===== src/rtl/boot_loader.sv =====
// Serial boot loader: frames a UART byte stream (sync, length, payload, checksum)
// and writes the payload into RAM through the MMU boot path while holding the CPU in reset.
`ifndef RESET_VECTOR
`define RESET_VECTOR 16'h0000
`endif

module boot_loader #(
    parameter logic [15:0] LOAD_BASE = `RESET_VECTOR,
    parameter logic [7:0]  SYNC_BYTE = 8'hA5,
    parameter logic [23:0] TIMEOUT   = 24'd5_000_000
) (
    input  logic        clk,
    input  logic        rst,
    input  logic [7:0]  rx_data,
    input  logic        rx_valid,
    output logic        booting,
    output logic [7:0]  boot_data,
    output logic [15:0] boot_addr,
    output logic        boot_we,
    output logic        cpu_reset,
    output logic        boot_done,
    output logic        boot_error
);

    localparam int unsigned DW = 8;
    localparam int unsigned AW = 16;
    localparam int unsigned IW = 17;
    localparam int unsigned TW = 24;

    // Largest payload that still fits between LOAD_BASE and the top of the address space.
    localparam logic [IW-1:0] MAX_LEN = 17'h1_0000 - IW'(LOAD_BASE);

    typedef enum logic [2:0] {
        S_SYNC,
        S_LEN_LO,
        S_LEN_HI,
        S_DATA,
        S_CSUM,
        S_DONE,
        S_ERROR
    } state_t;

    state_t          state_q, state_d;
    logic [AW-1:0]   len_q, len_d;
    logic [IW-1:0]   idx_q, idx_d;
    logic [DW-1:0]   sum_q, sum_d;
    logic [TW-1:0]   tmo_q, tmo_d;
    logic [DW-1:0]   data_q, data_d;
    logic [AW-1:0]   addr_q, addr_d;
    logic            we_q, we_d;
    logic            booting_q, booting_d;
    logic            done_q, done_d;
    logic            err_q, err_d;

    logic [AW-1:0]   len_full;
    logic [DW-1:0]   csum;
    logic            timed;

    assign len_full = {rx_data, len_q[DW-1:0]};
    assign csum     = DW'(sum_q + rx_data);
    assign timed    = state_q inside {S_LEN_LO, S_LEN_HI, S_DATA, S_CSUM};

    always_ff @(posedge clk or posedge rst) begin
        if (rst) begin
            state_q   <= S_SYNC;
            len_q     <= '0;
            idx_q     <= '0;
            sum_q     <= '0;
            tmo_q     <= '0;
            data_q    <= '0;
            addr_q    <= LOAD_BASE;
            we_q      <= 1'b0;
            booting_q <= 1'b1;
            done_q    <= 1'b0;
            err_q     <= 1'b0;
        end else begin
            state_q   <= state_d;
            len_q     <= len_d;
            idx_q     <= idx_d;
            sum_q     <= sum_d;
            tmo_q     <= tmo_d;
            data_q    <= data_d;
            addr_q    <= addr_d;
            we_q      <= we_d;
            booting_q <= booting_d;
            done_q    <= done_d;
            err_q     <= err_d;
        end
    end

    always_comb begin
        state_d   = state_q;
        len_d     = len_q;
        idx_d     = idx_q;
        sum_d     = sum_q;
        tmo_d     = tmo_q;
        data_d    = data_q;
        addr_d    = addr_q;
        we_d      = 1'b0;
        booting_d = booting_q;
        done_d    = done_q;
        err_d     = err_q;

        if (rx_valid) begin
            // A byte always wins over an expiring timeout in the same cycle.
            tmo_d = '0;
            unique case (state_q)
                S_SYNC: begin
                    if (rx_data == SYNC_BYTE) state_d = S_LEN_LO;
                end
                S_LEN_LO: begin
                    len_d   = {len_q[AW-1:DW], rx_data};
                    state_d = S_LEN_HI;
                end
                S_LEN_HI: begin
                    len_d = len_full;
                    idx_d = '0;
                    sum_d = '0;
                    if (IW'(len_full) > MAX_LEN) begin
                        state_d = S_ERROR;
                        err_d   = 1'b1;
                    end else if (len_full == '0) begin
                        state_d = S_CSUM;
                    end else begin
                        state_d = S_DATA;
                    end
                end
                S_DATA: begin
                    data_d = rx_data;
                    addr_d = AW'(LOAD_BASE + idx_q[AW-1:0]);
                    we_d   = 1'b1;
                    sum_d  = csum;
                    idx_d  = IW'(idx_q + IW'(1));
                    if (idx_q == IW'(IW'(len_q) - IW'(1))) state_d = S_CSUM;
                end
                S_CSUM: begin
                    if (csum == '0) begin
                        state_d   = S_DONE;
                        booting_d = 1'b0;
                        done_d    = 1'b1;
                    end else begin
                        state_d = S_ERROR;
                        err_d   = 1'b1;
                    end
                end
                default: ;
            endcase
        end else if (timed && (TIMEOUT != '0)) begin
            if (tmo_q == TW'(TIMEOUT - TW'(1))) begin
                state_d = S_ERROR;
                err_d   = 1'b1;
                tmo_d   = '0;
            end else begin
                tmo_d = TW'(tmo_q + TW'(1));
            end
        end
    end

    assign booting    = booting_q;
    assign cpu_reset  = booting_q;
    assign boot_data  = data_q;
    assign boot_addr  = addr_q;
    assign boot_we    = we_q;
    assign boot_done  = done_q;
    assign boot_error = err_q;

endmodule


===== config.mk =====
export PLATFORM = sky130hd
export DESIGN_NAME = boot_loader
export DESIGN_NICKNAME = d
export VERILOG_FILES = /design/src/rtl/boot_loader.sv
export SDC_FILE = /design/constraint.sdc
export NUM_CORES = 1
export LEC_CHECK = 0
export CAP_MARGIN = 30
export CORE_MARGIN = 4
export CORE_UTILIZATION = 60
export CTS_CLUSTER_SIZE = 20
export DETAILED_ROUTE_END_ITERATION = 16
export DONT_BUFFER_PORTS = 1
export GPL_TIMING_DRIVEN = 1
export MAX_ROUTING_LAYER = met4
export PLACE_DENSITY = 0.77
export SYNTH_ARGS = -nofsm -noshare
export SYNTH_HDL_FRONTEND = slang
export SYNTH_SLANG_ARGS = --single-unit

===== constraint.sdc =====
create_clock -name clk -period 4.4 [get_ports clk]
set_input_delay 1.1 -clock clk [delete_from_list [all_inputs] [get_ports clk]]
set_output_delay 1.1 -clock clk [all_outputs]
set_load 0.1 [all_outputs]

==> impl_metrics.ini <==
[run_status]
status = completed

[die]
die-area_um2 = 10280
die-height_um = 101.4
die_w_um = 101.4
num_io_pins = 40
start_util_pct = 62.75
coreArea_um2 = 8341
fp-row-count = 33

[placement]
portBuffers = 0
place_area_um2 = 5346
pre_cts_slack_ps = 1253
dp_hpwl_um = 8251
place_congestion = 0.9160

[worst_setup_path]
worstPathArrival_ps = 3150
cp.required_ps = 4640
crit_type = reg2reg
critPathMaxFanout = 7
endpoint_kind = flop
critPathLaunchType = flop

[cts]
cts_setup_buffers = 0
cts_tree = yes
post_cts_resized = 0
clk_pin_slew_ps = 90
cts_made_buffers = 9
root_buffer = clkbuf_8
cts.sinks = 96
cts.htree.levels = 3
clk_latency_ps = 370
holdBufCountCts = 0
clockBufferDepth = 2

[cells_and_area]
final_cell_mix = nand2_1, dfrtp_1, nor2_1, o21ai_0, nand3_1
fill_cells = 704
drive_gt1_share_pct = 8.405
multiInputGateArea_um2 = 2665
final_common_cell = nand2_1
stdcell_area_um2 = 5534
area_growth_pct = 5.738
final_nets = 601
regArea_um2 = 2404
num_antenna_cells = 0

[logic_synthesis]
synth_edf_count = 0
synthesis.area_um2 = 5234
syn_inst = 584
syn_nets = 607
synth_seq_cells = 96
avgSynthCellArea_um2 = 8.962
synthArstFlopShare_pct = 100.0
ys.flop_type = dfrtp_1
synth_warnings = 0
ys_seq_area_share_pct = 45.92
synthDistinctLibCells = 66

[grt]
grt_max_degree = 61
grt_pass1_wl_um = 19730
top_usage_layer = met2
grt_use_met2_pct = 37.47
gr-total-overflow = 0
grt_use_met3_pct = 5.028
grt_pass1_vias = 4045
use_met1_pct = 33.69
antenna_found_initial = 0
grt_use_total_pct = 24.85

[min_path]
hold_class = reg2reg

[job]
cap_violations = 0

[drt]
drtIter0Drc = 239
ant_nets = 0
drc_errors = 0
detail_route.vias_per_cell = 6.039
dr.pass1.iters = 6
wl_um = 11690
post_drt_wl_per_cell_um = 16.99
vias = 4155

[timing]
setup_tns_ps = 0
rsz0062_at_grt = false
finalHoldViolCount = 0
clock_skew_ps = 11.60
finalWorstSetupSlack_ps = 1486
setup_violations = 0
timing_max_transition_violations_final = 0
fmax_ghz = 0.3432
relSlewSlack_pct = 33.93
fin_crit_sh_pct = 66.22
fin_crit_ps = 2914
worst_pin_slew_ps = 991.1

[pwr]
leakagePower_nw = 2.429
powerDensity_nw_per_um2 = 543.8
peakVddDrop_mv = 0.3781
## worst paths after layout
check,startpoint,endpoint,slack [ps],cells past startpoint
hold reg to reg,sum_q[2]$_DFFE_PP0P_,sum_q[2]$_DFFE_PP0P_,480,2
setup reg to reg,len_q[0]$_DFFE_PP0P_,state_q[1]$_DFFE_PP0P_,1490,9
hold / removal,sum_q[2]$_DFFE_PP0P_,sum_q[2]$_DFFE_PP0P_,480,2
min in group asynchronous,rst,boot_addr[10]$_DFFE_PP0P_,580,1
max in group asynchronous,rst,boot_addr[1]$_DFFE_PP0P_,2980,3
setup / recovery,len_q[0]$_DFFE_PP0P_,state_q[1]$_DFFE_PP0P_,1490,9
## area by class of cell
class | count | area share (%)
multi-input cells | 446 | 48.16
flip-flops and latches | 96 | 43.43
clock inverters | 6 | 1.085
inverters | 17 | 1.198
repair buffers | 8 | 1.447
well taps | 105 | 2.374
clock buffers | 10 | 2.306
## per-stage QoR
step                      power [mW]  hold slack (ps)  std cells  utilization [%]
after floorplan                2.248            442.8        584                -
after global placement         2.406            460.0        670            63.68
after detailed placement       2.443            464.7        672            64.10
after CTS                      3.005            483.3        688            66.35
after global routing           3.190            532.4        688            66.35
final                          3.009            479.7        688            66.35
## registers in the layout (all words and copies together), names as in the netlist
register	count
boot_addr	16
boot_data	8
boot_done	1
boot_error	1
boot_we	1
booting	1
idx_q	17
len_q	16
state_q	3
sum_q	8
tmo_q	24
## Yosys cell counts, types with 2 or more instances
cell / number / area (um^2)
o2111ai_1: 2 / 17.52
inv_1: 16 / 60.06
a31oi_1: 2 / 12.51
mux2i_1: 2 / 20.02
and4_1: 4 / 35.03
or3_1: 10 / 62.56
nor4bb_1: 3 / 30.03
nand2b_1: 5 / 31.28
nor3_1: 13 / 65.06
nor4_1: 9 / 56.30
nand4bb_1: 2 / 22.52
nand3_1: 28 / 140.1
nor2_1: 48 / 180.2
nand4_1: 10 / 62.56
a22o_1: 4 / 35.03
nand2_1: 129 / 484.2
a21o_1: 2 / 15.01
or2_1: 2 / 12.51
o21ai_0: 30 / 150.1
o211ai_1: 4 / 30.03
a31o_1: 2 / 17.52
xnor2_1: 17 / 148.9
mux2_2: 11 / 123.9
xor2_1: 24 / 210.2
nand3b_1: 3 / 22.52
o21a_1: 2 / 15.01
a21oi_1: 12 / 60.06
ha_1: 11 / 137.6
a211oi_1: 4 / 30.03
and3_1: 3 / 18.77
and2_1: 3 / 18.77
o31ai_1: 6 / 45.04
o21ai_1: 11 / 55.05
dfrtp_1: 95 / 2377
o41ai_2: 2 / 32.53
clkbuf_1: 21 / 78.83
or2_2: 2 / 12.51
nor2b_1: 2 / 12.51
## cells by family after synthesis
family,Yosys count,synth area share (%)
adder cells (fa/ha/maj),12,3.012
multiplexers,13,2.749
XOR/XNOR,41,6.861
flip-flops,96,45.92
AND/OR/NAND/NOR,282,25.39
AO/OA/AOI/OAI,98,12.79
buffers and inverters,42,3.275
## where the power goes
group          total [mW]  switching [mW]  internal [mW]
combinational       0.837           0.464          0.373
clock               0.566           0.306          0.260
sequential           1.61           0.562           1.04
total                3.01            1.33           1.68
## metal layers
metal / routed length (um) / vias up
met4: 248 / 0
met3: 436 / 18
met5: 0 / -
met1: 5394 / 2033
li1: - / 2017
met2: 5612 / 87
## critical path, cell delays in order, from the launching register on
cell,delay (ps)
dfrtp_1,420
inv_1,110
ha_1,270
nor4b_2,550
and4_1,290
o211ai_1,80
nor4_1,430
o2111ai_1,230
o41ai_2,270
o211ai_1,130
No activity file was read; power rests on OpenSTA's default activity.
